## src/rtl/pipe_hazard_ctrl_pkg.sv

```systemverilog
// Shared definitions for the pipeline hazard sequencer: state encodings and
// the per-stage control bundles driven in each hazard situation.
package pipe_hazard_ctrl_pkg;

    localparam int LEN_INST_REG = 5;

    typedef enum logic [1:0] {
        HZ_RUN      = 2'd0,
        HZ_MEM_WAIT = 2'd1,
        HZ_ERR      = 2'd2
    } hz_state_e;

    typedef struct packed {
        logic pc_en;
        logic if_id_en;
        logic if_id_flush;
        logic id_ex_en;
        logic id_ex_flush;
        logic ex_mem_en;
        logic mem_wb_flush;
    } hz_ctrl_t;

    // Field order: pc_en, if_id_en, if_id_flush, id_ex_en, id_ex_flush, ex_mem_en, mem_wb_flush
    localparam hz_ctrl_t CTRL_NORMAL    = '{1'b1, 1'b1, 1'b0, 1'b1, 1'b0, 1'b1, 1'b0};
    localparam hz_ctrl_t CTRL_MEM_STALL = '{1'b0, 1'b0, 1'b0, 1'b0, 1'b0, 1'b0, 1'b1};
    localparam hz_ctrl_t CTRL_REDIRECT  = '{1'b1, 1'b1, 1'b1, 1'b1, 1'b1, 1'b1, 1'b0};
    localparam hz_ctrl_t CTRL_LOAD_USE  = '{1'b0, 1'b0, 1'b0, 1'b1, 1'b1, 1'b1, 1'b0};
    localparam hz_ctrl_t CTRL_HALT      = '{1'b0, 1'b0, 1'b0, 1'b0, 1'b0, 1'b0, 1'b0};

endpackage

```

## src/rtl/pipe_hazard_ctrl_sat_counter.sv

```systemverilog
// Saturating up-counter used for the hazard performance counters.
module pipe_hazard_ctrl_sat_counter #(
    parameter int CNT_W = 16
) (
    input  logic             clk,
    input  logic             rst,
    input  logic             inc,
    output logic [CNT_W-1:0] count
);

    logic [CNT_W-1:0] count_q, count_d;

    always_comb begin
        count_d = count_q;
        if (inc && (count_q != {CNT_W{1'b1}})) begin
            count_d = count_q + 1'b1;
        end
    end

    always_ff @(posedge clk) begin
        if (rst) begin
            count_q <= '0;
        end else begin
            count_q <= count_d;
        end
    end

    assign count = count_q;

endmodule

```

## src/rtl/pipe_hazard_ctrl.sv

```systemverilog
// Stall/flush sequencer for the 5-stage pipeline registers: load-use stalls,
// redirect squashes, memory-wait freezes with timeout, and perf counters.
module pipe_hazard_ctrl
    import pipe_hazard_ctrl_pkg::*;
#(
    parameter int REG_W       = LEN_INST_REG,
    parameter int CNT_W       = 16,
    parameter int MEM_TIMEOUT = 64
) (
    input  logic             clk,
    input  logic             rst,
    input  logic [REG_W-1:0] id_rs,
    input  logic [REG_W-1:0] id_rt,
    input  logic             id_uses_rt,
    input  logic             ex_MemRead,
    input  logic [REG_W-1:0] ex_reg,
    input  logic             ex_redirect,
    input  logic             mem_MemRead,
    input  logic             mem_MemWrite,
    input  logic             mem_ready,
    output logic             pc_en,
    output logic             if_id_en,
    output logic             if_id_flush,
    output logic             id_ex_en,
    output logic             id_ex_flush,
    output logic             ex_mem_en,
    output logic             mem_wb_flush,
    output logic             mem_err,
    output logic [CNT_W-1:0] stall_cnt,
    output logic [CNT_W-1:0] flush_cnt
);

    localparam int WAIT_W = (MEM_TIMEOUT > 1) ? $clog2(MEM_TIMEOUT) : 1;
    localparam logic [WAIT_W-1:0] WAIT_LAST = WAIT_W'(MEM_TIMEOUT - 1);

    hz_state_e         state_q, state_d;
    logic [WAIT_W-1:0] wait_q, wait_d;

    logic     mem_busy;
    logic     load_use;
    logic     redirect_act;
    hz_ctrl_t ctrl;

    assign mem_busy = (mem_MemRead | mem_MemWrite) & ~mem_ready;

    // $0 is hardwired to zero, so a load targeting it never creates a dependency.
    assign load_use = ex_MemRead && (ex_reg != '0) &&
                      ((ex_reg == id_rs) || (id_uses_rt && (ex_reg == id_rt)));

    always_comb begin
        ctrl         = CTRL_NORMAL;
        redirect_act = 1'b0;
        if (!rst) begin
            if (state_q == HZ_ERR) begin
                ctrl = CTRL_HALT;
            end else if (mem_busy) begin
                ctrl = CTRL_MEM_STALL;
            end else if (ex_redirect) begin
                ctrl         = CTRL_REDIRECT;
                redirect_act = 1'b1;
            end else if (load_use) begin
                ctrl = CTRL_LOAD_USE;
            end
        end
    end

    assign pc_en        = ctrl.pc_en;
    assign if_id_en     = ctrl.if_id_en;
    assign if_id_flush  = ctrl.if_id_flush;
    assign id_ex_en     = ctrl.id_ex_en;
    assign id_ex_flush  = ctrl.id_ex_flush;
    assign ex_mem_en    = ctrl.ex_mem_en;
    assign mem_wb_flush = ctrl.mem_wb_flush;
    assign mem_err      = !rst && (state_q == HZ_ERR);

    always_comb begin
        state_d = state_q;
        wait_d  = wait_q;
        case (state_q)
            HZ_RUN: begin
                wait_d = '0;
                if (mem_busy) begin
                    state_d = HZ_MEM_WAIT;
                end
            end
            HZ_MEM_WAIT: begin
                if (!mem_busy) begin
                    state_d = HZ_RUN;
                    wait_d  = '0;
                end else if (wait_q == WAIT_LAST) begin
                    state_d = HZ_ERR;
                end else begin
                    wait_d = wait_q + 1'b1;
                end
            end
            HZ_ERR: begin
                state_d = HZ_ERR;
            end
            default: begin
                state_d = HZ_RUN;
                wait_d  = '0;
            end
        endcase
    end

    always_ff @(posedge clk) begin
        if (rst) begin
            state_q <= HZ_RUN;
            wait_q  <= '0;
        end else begin
            state_q <= state_d;
            wait_q  <= wait_d;
        end
    end

    // Counter 0 tracks frozen-PC cycles, counter 1 tracks acted-on redirects.
    logic [1:0]       cnt_inc;
    logic [CNT_W-1:0] cnt_val [2];

    assign cnt_inc = {redirect_act, ~ctrl.pc_en};

    generate
        for (genvar gi = 0; gi < 2; gi++) begin : g_cnt
            pipe_hazard_ctrl_sat_counter #(
                .CNT_W(CNT_W)
            ) u_cnt (
                .clk  (clk),
                .rst  (rst),
                .inc  (cnt_inc[gi]),
                .count(cnt_val[gi])
            );
        end
    endgenerate

    assign stall_cnt = cnt_val[0];
    assign flush_cnt = cnt_val[1];

endmodule

```

## config.mk

```make
export PLATFORM = sky130hd
export DESIGN_NAME = pipe_hazard_ctrl
export DESIGN_NICKNAME = d
export VERILOG_FILES = /design/src/rtl/pipe_hazard_ctrl_pkg.sv /design/src/rtl/pipe_hazard_ctrl_sat_counter.sv /design/src/rtl/pipe_hazard_ctrl.sv
export SDC_FILE = /design/constraint.sdc
export NUM_CORES = 1
export LEC_CHECK = 0
export ABC_AREA = 1
export CAP_MARGIN = 20
export CORE_UTILIZATION = 40
export CTS_CLUSTER_DIAMETER = 200
export DETAILED_ROUTE_END_ITERATION = 8
export GPL_TIMING_DRIVEN = 0
export PLACE_DENSITY = 0.67
export SETUP_SLACK_MARGIN = 0.1
export SYNTH_ARGS = -nofsm -noshare
export SYNTH_HDL_FRONTEND = slang
export SYNTH_HIERARCHICAL = 1
export SYNTH_SLANG_ARGS = --single-unit
```

## constraint.sdc

```tcl
create_clock -name clk -period 2.05 [get_ports clk]
set_input_delay 0.205 -clock clk [delete_from_list [all_inputs] [get_ports clk]]
set_output_delay 0.205 -clock clk [all_outputs]
set_load 0.02 [all_outputs]
```

==> results of run 1 <==
[worst reg2reg max path, stage by stage, from the launching register on]
cell     delay, ns
dfxtp_1       0.32
inv_1         0.12
nor2_4        0.06
inv_2         0.10
nand3_1       0.15
nor2_2        0.13
buf_4         0.17
nand3_1       0.09
or2_0         0.21
nor2_1        0.15
nand3_1       0.10
nand2_1       0.08
nor2_1        0.04
[cells in the mapped netlist (3+ instances only)]
cell type | n | area, um^2
nor2_2 | 22 | 137.6
nor2_1 | 86 | 322.8
nor2_4 | 4 | 45.04
inv_2 | 3 | 11.26
inv_1 | 48 | 180.2
nor3_1 | 4 | 20.02
a21oi_1 | 19 | 95.09
nand2_2 | 5 | 31.28
nand3_1 | 34 | 170.2
nand2_1 | 130 | 488.0
o21ai_0 | 4 | 20.02
nand4_1 | 7 | 43.79
ha_1 | 3 | 37.54
dfxtp_1 | 40 | 800.8
[state kept, by name, summed over array words and instances, names as in the netlist]
register           count
g_cnt.u_cnt/count     32
wait_q                 6
state_q                2
[worst min path at each step]
stage	from	endpoint	slack [ns]	depth (start not counted)
floorplan	rst	g_cnt[0].u_cnt/count[6]	0.42	3
global placement	wait_q[5]	wait_q[5]	0.46	2
detailed placement	wait_q[4]	wait_q[4]	0.47	2
CTS	wait_q[4]	wait_q[4]	0.48	2
global route	rst	wait_q[4]	0.36	3
finish	rst	wait_q[4]	0.33	3
[power by group through the flow]
stage	combinational [mW]	clock (mW)	sequential (mW)
6_report	0.205	0.635	0.792
3_5_place_dp	0.202	0	0.810
4_1_cts	0.202	0.655	0.792
3_3_place_gp	0.200	0	0.810
5_1_grt	0.230	0.691	0.794
2_1_floorplan	0.106	0	0.815
[per-stage QoR]
step | utilization, % | instance area (um^2) | power (mW) | setup TNS (ns)
global route | 57.70 | 3497 | 1.715 | 0
CTS | 56.48 | 3423 | 1.648 | 0
global placement | 54.46 | 3301 | 1.010 | -4.347
detailed placement | 54.46 | 3301 | 1.012 | -4.585
finish | 57.70 | 3497 | 1.632 | 0
floorplan | - | 2586 | 0.9207 | 0
[what timing repair did]
item | 4_1_cts | 5_1_grt
pin swaps | 4 | 11
endpoints found under the hold margin | 0 | 0
gates resized for setup | 21 | 32
setup endpoints to repair | 14 | 18
hold buffers | 0 | 0
buffers inserted | 1 | 0
[cell type report]
cell class	count	area (um^2)	area share, %
clock inverters	2	35.03	1.002
clock buffers	6	72.57	2.075
multi-input cells	332	1607	45.94
inverters	51	191.4	5.474
flip-flops and latches	40	800.8	22.90
plain buffers	7	56.30	1.610
repair buffers	63	640.6	18.32
well taps	75	93.84	2.683
[per-layer routing]
metal | wire length [um] | global-route usage [%] | part of all wire (%)
met5 | 0 | 0 | 0
met4 | 68 | 6.140 | 1.2
met3 | 245 | 3.956 | 4.2
met2 | 2736 | 33.80 | 47
met1 | 2742 | 22.39 | 47
[kinds of logic after synthesis]
| kind of cell | after synthesis |
|---|---|
| and+or+nand+nor | 300 |
| buffers and inverters | 58 |
| DFF | 40 |
| AOI/OAI and AO/OA | 27 |
| adders and majority gates | 3 |
| xor gates and xnor gates | 2 |
==> metrics.csv, run 1 <==
stage,metric,value,unit
synthesis,Post-Synth Simple-Gate Area,52.20,%
die,Die Y,82.41,um
drt,via-per-instance ratio,4.741,
setup_path,worst path bufs/invs,3,
drt,DR vias,2731,
drt,Final ANT Viol Nets,0,
drt,initial drt markers,107,
pwr,internal power,1.241,mW
die,Starting Density,42.67,%
synthesis,"flops & latches, synth",40,
pwr,sequential power share,48.5,%
sta,min Tclk post-route,1.829,ns
placed_design,placed insts,567,
sta,Final Max Tran Viols,0,
run,reported max-cap violation count,0,
setup_path,Worst Setup End Kind,primary output,
min_path,min-delay worst type,in2reg,
setup_path,cell depth of the worst flop-to-flop path,12,
sta,WHS,0.3292,ns
synthesis,Synth Area in XOR/XNOR,0.6773,%
synthesis,register area share after synthesis,30.96,%
sta,worst rel slew slack,79.52,%
setup_path,critical path depth,6,
setup_path,FF-to-FF Start,state_q[1],
drt,residual DRC count,0,
setup_path,Top Family by Delay on Critical Path,buffers and inverters,
synthesis,Post-synth EDFFs,0,
sta,"Setup violations, final",0,
global_route,wire length of the first global-routing pass,10110,um
layout,most frequent cells in the layout,"nand2_1, nor2_1, inv_1, clkdlybuf4s50_1, dfxtp_1",
layout,# diodes,0,
sta,Final Cycle Share,89.24,%
sta,worst slew pin tran,0.3063,ns
synthesis,post-synthesis cell count,430,
sta,RSZ-0062 raised after global routing,yes,
drt,WL final,5791,um
sta,final hold vios,0,
synthesis,mux share of post-synthesis cell area,0,%
die,die width,82.41,um
placed_design,IO Port Bufs,62,
setup_path,r2r setup slk,0.26,ns
drt,wire per inst,10.05,um
synthesis,Post-Synth Adder-Cell Area,1.451,%
placed_design,dpl ws,-0.3890,ns
clock_network,Root Buffer Master,clkbuf_8,
layout,area grow syn2layout,35.22,%
setup_path,crit path to,mem_wb_flush,
synthesis,Mapped Area,2586,um^2
synthesis,Syn. warnings,6,
setup_path,critical path class,in2out,
die,# rows,28,
pwr,Sw Ratio,23.96,%
clock_network,CTS H-tree lvls,2,
placed_design,GP Congestion,0.8417,
pwr,P per Cell Area,466.7,nW/um^2
synthesis,post-synthesis compound-gate area fraction,5.612,%
sta,Fmax,0.5467,GHz
run_status,status,"finished, final reports clean",
setup_path,CP peak stage delay,0.63,ns
clock_network,clk slew on worst S/H paths,0.08,ns
die,die footprint,6791,um^2
setup_path,crit path cell chain,clkdlybuf4s50_1 -> inv_1 -> nand2_2 -> nand2_2 -> nor3_1 -> clkdlybuf4s50_1,
clock_network,Clock Sinks,40,
synthesis,largest family of logic cells by synthesized area,simple AND/OR/NAND/NOR gates,
die,Ports,63,
global_route,largest net degree at the start of global routing,13,
pwr,P_sw,0.3910,mW
pwr,Logic pwr share,12.6,%
setup_path,Critical Path AT,1.62,ns
pwr,clock power share,38.9,%
setup_path,Critical Path RT,1.85,ns
pwr,leak pwr,1.551,nW
global_route,number of global-route vias before repair,2421,
sta,Worst Slack Setup Final,0.2207,ns
clock_network,clock buffer depth,2,
global_route,initial antenna violation count,0,
synthesis,synthesized area per cell,6.014,um^2
synthesis,syn_nets,456,
global_route,GRT Overall Usage,18.93,%
setup_path,R2R Path End,g_cnt[1].u_cnt/count[13],
layout,share of layout cells above drive strength 1,14.97,%
layout,fin nets,526,
setup_path,CP max stage cell,clkdlybuf4s50_1,
layout,"commonest non-fill, non-tap cell in the layout",nand2_1,
layout,fin cells,576,
global_route,Overflow after GRT,0,
clock_network,TritonCTS clock tree,done,
sta,Setup Skew,0.01372,ns
synthesis,synth unique cells,29,
setup_path,beginning of the critical path,mem_MemRead,
pwr,VDD IR max,304.1,uV
clock_network,CTS Buf Count,5,
clock_network,Clock Latency Late Sink,0.29,ns
synthesis,ys async rst share,0,%
placed_design,Detailed Place HPWL,4600,um
setup_path,Worst setup SP type,primary input,
layout,fillers,604,
drt,TritonRoute pass-1 iters,4,
die,core area,6061,um^2
synthesis,most common flop cell mapped by yosys,dfxtp_1,
setup_path,CP max FO,4,
(Power assumes the default switching activity.)
==> run 2: changes to the inputs <==
CORE_ASPECT_RATIO = 1.2   (was unset)
PLACE_DENSITY = 0.69   (was 0.67)
clock period = 1.65 ns   (was 2.05 ns; I/O delays follow)
==> run 2 against run 1 <==
Final area up 8.9%; first-iteration DRC count down 6.5%; combinational power up 43%; highest routed layer unchanged; sequential share of layout area down 1.5 points; worst hold slack better by 0.099 ns; non-clock buffer count up 22; total power up 17%; final cell count up 4.9%.
==> metrics.csv, run 2 (synthesized netlist as in run 1, its figures left out) <==
stage,metric,value,unit,change
clock_network,TritonCTS clock tree,done,,unchanged
drt,TritonRoute pass-1 iters,4,,unchanged
sta,"Setup violations, final",0,,unchanged
drt,DR WL met3,269,um,was 245 um
drt,met1 WL,2833,um,was 2742 um
layout,"commonest non-fill, non-tap cell in the layout",nand2_1,,unchanged
sta,min Tclk post-route,1.569,ns,
die,Ports,63,,unchanged
clock_network,Clock Latency Late Sink,0.29,ns,about the same
clock_network,CTS Buf Count,5,,unchanged
pwr,leak pwr,1.873,nW,was 1.551 nW
global_route,Overflow after GRT,0,,unchanged
sta,worst rel slew slack,80.40,%,was 79.52%
drt,Final ANT Viol Nets,0,,unchanged
die,Die Y,90.08,um,was 82.41 um
sta,Setup Skew,0.01043,ns,was 0.01372 ns
die,Starting Density,42.20,%,was 42.67%
clock_network,Clock Sinks,40,,unchanged
setup_path,Critical Path RT,1.84,ns,was 1.85 ns
layout,fin nets,548,,was 526
placed_design,Detailed Place HPWL,4804,um,was 4600 um
drt,initial drt markers,100,,was 107
sta,Fmax,0.6374,GHz,
global_route,wire length of the first global-routing pass,11380,um,was 10110 um
placed_design,IO Port Bufs,62,,unchanged
global_route,largest net degree at the start of global routing,12,,was 13
sta,Final Cycle Share,95.09,%,
sta,worst slew pin tran,0.2929,ns,was 0.3063 ns
min_path,min-delay worst type,in2reg,,unchanged
global_route,number of global-route vias before repair,2729,,was 2421
die,core area,6128,um^2,was 6061 um^2
placed_design,GP Congestion,0.8966,,was 0.8417
layout,max reg flops,32,,unchanged
clock_network,clock buffer depth,2,,unchanged
pwr,VDD IR max,255.3,uV,was 304.1 uV
sta,Final Max Tran Viols,0,,unchanged
clock_network,Root Buffer Master,clkbuf_8,,unchanged
global_route,initial antenna violation count,0,,unchanged
run_status,status,"finished, final reports clean",,unchanged
drt,residual DRC count,0,,unchanged
sta,RSZ-0062 raised after global routing,yes,,unchanged
setup_path,Worst Setup End Kind,flop,,was primary output
drt,DR vias,2927,,was 2731
global_route,GRT Overall Usage,20.79,%,was 18.93%
setup_path,Critical Path AT,1.76,ns,was 1.62 ns
clock_network,Post-CTS Hold Buffers,0,,unchanged
die,die width,75.40,um,was 82.41 um
drt,via-per-instance ratio,4.846,,was 4.741
setup_path,CP max FO,4,,unchanged
layout,area grow syn2layout,47.22,%,was 35.22%
setup_path,Worst setup SP type,primary input,,unchanged
die,# rows,31,,was 28
clock_network,CTS H-tree lvls,2,,unchanged
layout,final core utilization,62.13,%,was 57.70%
drt,wire per inst,11.28,um,was 10.05 um
setup_path,r2r setup slk,0.10,ns,was 0.26 ns
clock_network,clk slew on worst S/H paths,0.07,ns,was 0.08 ns
setup_path,critical path class,in2reg,,was in2out
drt,metal2 WL,3569,um,was 2736 um
layout,fin cells,604,,was 576
pwr,P per Cell Area,500.5,nW/um^2,was 466.7 nW/um^2
layout,share of layout cells above drive strength 1,27.59,%,was 14.97%
layout,most frequent cells in the layout,"nand2_1, nor2_1, inv_1, dfxtp_1",,"was nand2_1, nor2_1, inv_1, clkdlybuf4s50_1, dfxtp_1"
drt,DR top layer,met4,,unchanged
run,reported max-cap violation count,0,,unchanged
die,die footprint,6792,um^2,was 6791 um^2
layout,# diodes,0,,unchanged
sta,final hold vios,0,,unchanged
drt,WL final,6813,um,was 5791 um
placed_design,placed insts,574,,was 567
==> run 2: changes by cell type in the layout (fill, tap and decap cells not counted), moves of 7 or more <==
cell,before,now
buf_4,4,23
clkdlybuf4s50_1,41,19
dfxtp_1,40,32
dfxtp_2,0,7
inv_1,46,37
nand3_1,30,23
nor2_4,5,14
==> run 2: path summary, 6_finish.rpt <==
kind / from / cells past startpoint / endpoint
max: id_rs[2] / 15 / g_cnt[0].u_cnt/count[13]
min: rst / 3 / state_q[0]
max reg2reg: state_q[1] / 11 / g_cnt[0].u_cnt/count[13]
min reg2reg: wait_q[5] / 2 / wait_q[5]
==> run 2: power breakdown <==
group | internal (mW) | switching [mW]
clock | 0.288 | 0.337
combinational | 0.139 | 0.156
sequential | 0.975 | 0.0120
total | 1.40 | 0.504
==> run 2: metal layers <==
layer | GRT usage [%] | vias to the layer above
li1 | - | 1514
met1 | 24.79 | 1326
met2 | 36.01 | 75
met3 | 3.587 | 12
met4 | 7.716 | 0
met5 | 0 | -
==> run 2: final cells by class <==
type                       instances  area [um^2]
buffer                             7        66.31
fill                             605         2321
timing repair buffer              85        774.5
inverter                          51        198.9
tap                               82        102.6
clock inverter                     1        5.005
multi-input combinational        332         1774
sequential                        40        813.3
clock buffer                       6        72.57
==> run 2: worst max-delay path: stages <==
cell           delay, ns
dlygate4sd2_1       0.24
nand2_1             0.06
nand2_1             0.05
nor2_1              0.13
nand3_1             0.09
nand2_1             0.10
nand3_2             0.08
nand2_2             0.09
buf_6               0.12
nand3_2             0.07
or2_0               0.23
nor2_2              0.15
nand3_1             0.09
nand2_1             0.06
nor2_1              0.04
==> run 2: per-stage QoR <==
step	hold WS (ns)	TNS (ns)	worst slack [ns]	area [um^2]	power (mW)
6_report	0.4281	0	0.08109	3807	1.906
3_5_place_dp	0.4735	-18.92	-0.7746	3354	1.270
5_1_grt	0.4582	-0.02549	-0.02549	3807	1.997
2_1_floorplan	0.3780	0	0.03172	2631	1.153
3_3_place_gp	0.4606	-18.08	-0.7638	3354	1.265
4_1_cts	0.4277	0	0.06528	3612	1.914
==> run 2: timing repair <==
action	4_1_cts	5_1_grt
gates cloned	0	0
buffers inserted	19	4
endpoints found under the setup margin	40	53
pin swaps	27	28
gates resized for setup	77	75
==> run 3: changes to the inputs <==
PLACE_DENSITY = 0.67   (was 0.69)
clock period = 2 ns   (was 1.65 ns; I/O delays follow)
==> run 3 against run 2 <==
Register-to-register slack improved by 0.20 ns; setup slack improved by 0.15 ns; non-clock buffer count fell by 22; worst hold slack got worse by 0.12 ns; combinational power fell by 29%; flip-flop and latch count did not move; final area fell by 7.9%; total power fell by 6.1%; critical path depth fell by 2; via count fell by 7.1%; largest power group unchanged.
==> metrics.csv, run 3 (synthesized netlist as in run 1, its figures left out) <==
stage,metric,value,unit,change
die,Starting Density,42.20,%,unchanged
pwr,internal power,1.391,mW,was 1.401 mW
die,Ports,63,,unchanged
pwr,leak pwr,1.591,nW,was 1.873 nW
layout,most frequent cells in the layout,"nand2_1, nor2_1, inv_1, dfxtp_1, clkdlybuf4s50_1",,"was nand2_1, nor2_1, inv_1, dfxtp_1"
global_route,initial antenna violation count,0,,unchanged
clock_network,Clock Latency Late Sink,0.29,ns,about the same
layout,fillers,649,,was 605
layout,share of layout cells above drive strength 1,13.40,%,was 27.59%
drt,DR WL met3,167,um,was 269 um
sta,RSZ-0062 raised after global routing,yes,,unchanged
setup_path,Worst setup SP type,primary input,,unchanged
clock_network,CTS H-tree lvls,2,,unchanged
layout,area of the multi-input gates,1577,um^2,was 1774 um^2
sta,min Tclk post-route,1.764,ns,
sta,Fmax,0.5668,GHz,
placed_design,IO Port Bufs,62,,unchanged
die,die footprint,6792,um^2,unchanged
min_path,min-delay worst type,in2reg,,unchanged
global_route,wire length of the first global-routing pass,10090,um,was 11380 um
global_route,GRT Overall Usage,18.61,%,was 20.79%
pwr,P per Cell Area,510.4,nW/um^2,was 500.5 nW/um^2
pwr,Sw Ratio,22.26,%,was 26.47%
global_route,Overflow after GRT,0,,unchanged
drt,residual DRC count,0,,unchanged
sta,final hold vios,0,,unchanged
min_path,hold wc startpoint,rst,,unchanged
die,die width,75.40,um,unchanged
run,reported max-cap violation count,0,,unchanged
drt,WL final,6104,um,was 6813 um
sta,Setup Skew,0.005870,ns,was 0.01043 ns
sta,Fin Setup TNS,0,ns,unchanged
drt,TritonRoute pass-1 iters,4,,unchanged
min_path,Hold Path End,state_q[0],,unchanged
sta,worst slew pin tran,0.3008,ns,was 0.2929 ns
setup_path,CP max FO,8,,was 4
run_status,status,"finished, final reports clean",,unchanged
clock_network,clock buffer depth,2,,unchanged
setup_path,r2r setup slk,0.30,ns,was 0.10 ns
setup_path,Top Family by Delay on Critical Path,simple AND/OR/NAND/NOR gates,,unchanged
setup_path,cell depth of the worst flop-to-flop path,12,,was 11
setup_path,CP peak stage delay,0.48,ns,was 0.24 ns
drt,wire per inst,10.49,um,was 11.28 um
clock_network,Post-CTS Hold Buffers,0,,unchanged
layout,fin cells,582,,was 604
drt,via-per-instance ratio,4.670,,was 4.846
drt,metal2 WL,3180,um,was 3569 um
setup_path,critical path class,in2reg,,unchanged
setup_path,Critical Path AT,1.95,ns,was 1.76 ns
min_path,Worst Hold Path Cells,3,,unchanged
placed_design,Detailed Place HPWL,4767,um,was 4804 um
clock_network,Root Buffer Master,clkbuf_8,,unchanged
setup_path,FF-to-FF Start,state_q[1],,unchanged
setup_path,worst path bufs/invs,2,,unchanged
drt,DR vias,2718,,was 2927
die,# rows,31,,unchanged
layout,# diodes,0,,unchanged
clock_network,TritonCTS clock tree,done,,unchanged
drt,met1 WL,2688,um,was 2833 um
sta,worst rel slew slack,79.89,%,was 80.40%
layout,area grow syn2layout,35.56,%,was 47.22%
layout,"commonest non-fill, non-tap cell in the layout",nand2_1,,unchanged
clock_network,Clock Sinks,40,,unchanged
global_route,largest net degree at the start of global routing,13,,was 12
die,Die Y,90.08,um,unchanged
pwr,P_sw,0.3983,mW,was 0.5044 mW
drt,DR top layer,met4,,unchanged
pwr,sequential power share,45.3,%,was 51.8%
pwr,Logic pwr share,11.6,%,was 15.4%
setup_path,CP max stage cell,clkdlybuf4s50_1,,was dlygate4sd2_1
die,core area,6128,um^2,unchanged
clock_network,clk slew on worst S/H paths,0.08,ns,was 0.07 ns
setup_path,crit path cell chain,clkdlybuf4s50_1 -> xnor2_1 -> nand3_1 -> nand2_1 -> nand3_1 -> nand2_1 -> buf_6 -> nand3_2 -> or2_0 -> nor2_1 -> nand3_1 -> nand2_1 -> nor2_1,,was dlygate4sd2_1 -> nand2_1 -> nand2_1 -> nor2_1 -> nand3_1 -> nand2_1 -> nand3_2 -> nand2_2 -> buf_6 -> nand3_2 -> or2_0 -> nor2_2 -> nand3_1 -> nand2_1 -> nor2_1
placed_design,placed insts,574,,unchanged
placed_design,GP Congestion,0.8630,,was 0.8966
setup_path,Worst Setup End Kind,flop,,unchanged
sta,Final Cycle Share,88.21,%,
sta,"Setup violations, final",0,,unchanged
layout,sequential cell area,800.8,um^2,was 813.3 um^2
drt,initial drt markers,95,,was 100
pwr,clock power share,43.0,%,was 32.8%
setup_path,Critical Path RT,2.19,ns,was 1.84 ns
drt,Final ANT Viol Nets,0,,unchanged
layout,max reg flops,32,,unchanged
layout,fin nets,526,,was 548
global_route,number of global-route vias before repair,2405,,was 2729
pwr,VDD IR max,518.1,uV,was 255.3 uV
clock_network,CTS Buf Count,5,,unchanged
sta,WHS,0.3082,ns,was 0.4281 ns
sta,Final Max Tran Viols,0,,unchanged
setup_path,R2R Path End,g_cnt[1].u_cnt/count[13],,was g_cnt[0].u_cnt/count[13]
## run 3: tightest hold or removal path, stage by stage
cell and delay (ns):
dlymetal6s2s_1 0.14, buf_6 0.16, a21oi_1 0.04
## run 3: per-layer routing
layer | global-route usage [%] | vias to the layer above
li1 | - | 1470
met1 | 22.50 | 1205
met2 | 32.44 | 37
met3 | 3.363 | 6
met4 | 5.556 | 0
met5 | 0 | -
## run 3: power groups by stage
stage / sequential [mW] / clock [mW] / combinational, mW
5_1_grt: 0.812 / 0.818 / 0.232
2_1_floorplan: 0.836 / 0 / 0.108
3_5_place_dp: 0.830 / 0 / 0.209
6_report: 0.811 / 0.770 / 0.208
3_3_place_gp: 0.830 / 0 / 0.206
4_1_cts: 0.811 / 0.794 / 0.206
## run 3: per-stage QoR
step | cell area, um^2 | total power [mW] | utilization, % | worst slack (ns)
floorplan | 2586 | 0.9439 | - | 0.1091
global placement | 3309 | 1.036 | 54.00 | -0.4594
detailed placement | 3309 | 1.039 | 54.00 | -0.4337
CTS | 3440 | 1.811 | 56.12 | 0.1095
global route | 3506 | 1.862 | 57.21 | 0.09312
finish | 3506 | 1.790 | 57.21 | 0.2359
## run 3: final cells by class
class                   count  area share [%]
clock inverters             2           1.713
repair buffers             63           18.42
well taps                  82           2.926
clock buffers               5           1.963
multi-input cells         332           44.97
flip-flops and latches     40           22.84
plain buffers               7           1.713
inverters                  51           5.460
## run 3: worst max path at each step
stage	startpoint	endpoint	slack, ns	depth (start not counted)
CTS	ex_reg[1]	g_cnt[0].u_cnt/count[13]	0.11	16
finish	id_rs[4]	g_cnt[0].u_cnt/count[13]	0.24	13
detailed placement	rst	pc_en	-0.43	8
global route	state_q[1]	g_cnt[1].u_cnt/count[13]	0.09	12
floorplan	state_q[1]	g_cnt[1].u_cnt/count[13]	0.11	12
global placement	rst	pc_en	-0.46	8
## run 3: timing repair
| action | in CTS | in global routing |
|---|---|---|
| pin swaps | 1 | 14 |
| buffers inserted | 0 | 1 |
| gates resized for setup | 19 | 25 |
| cloned | 0 | 0 |
| hold endpoints to repair | 0 | 0 |
| endpoints found under the setup margin | 16 | 17 |
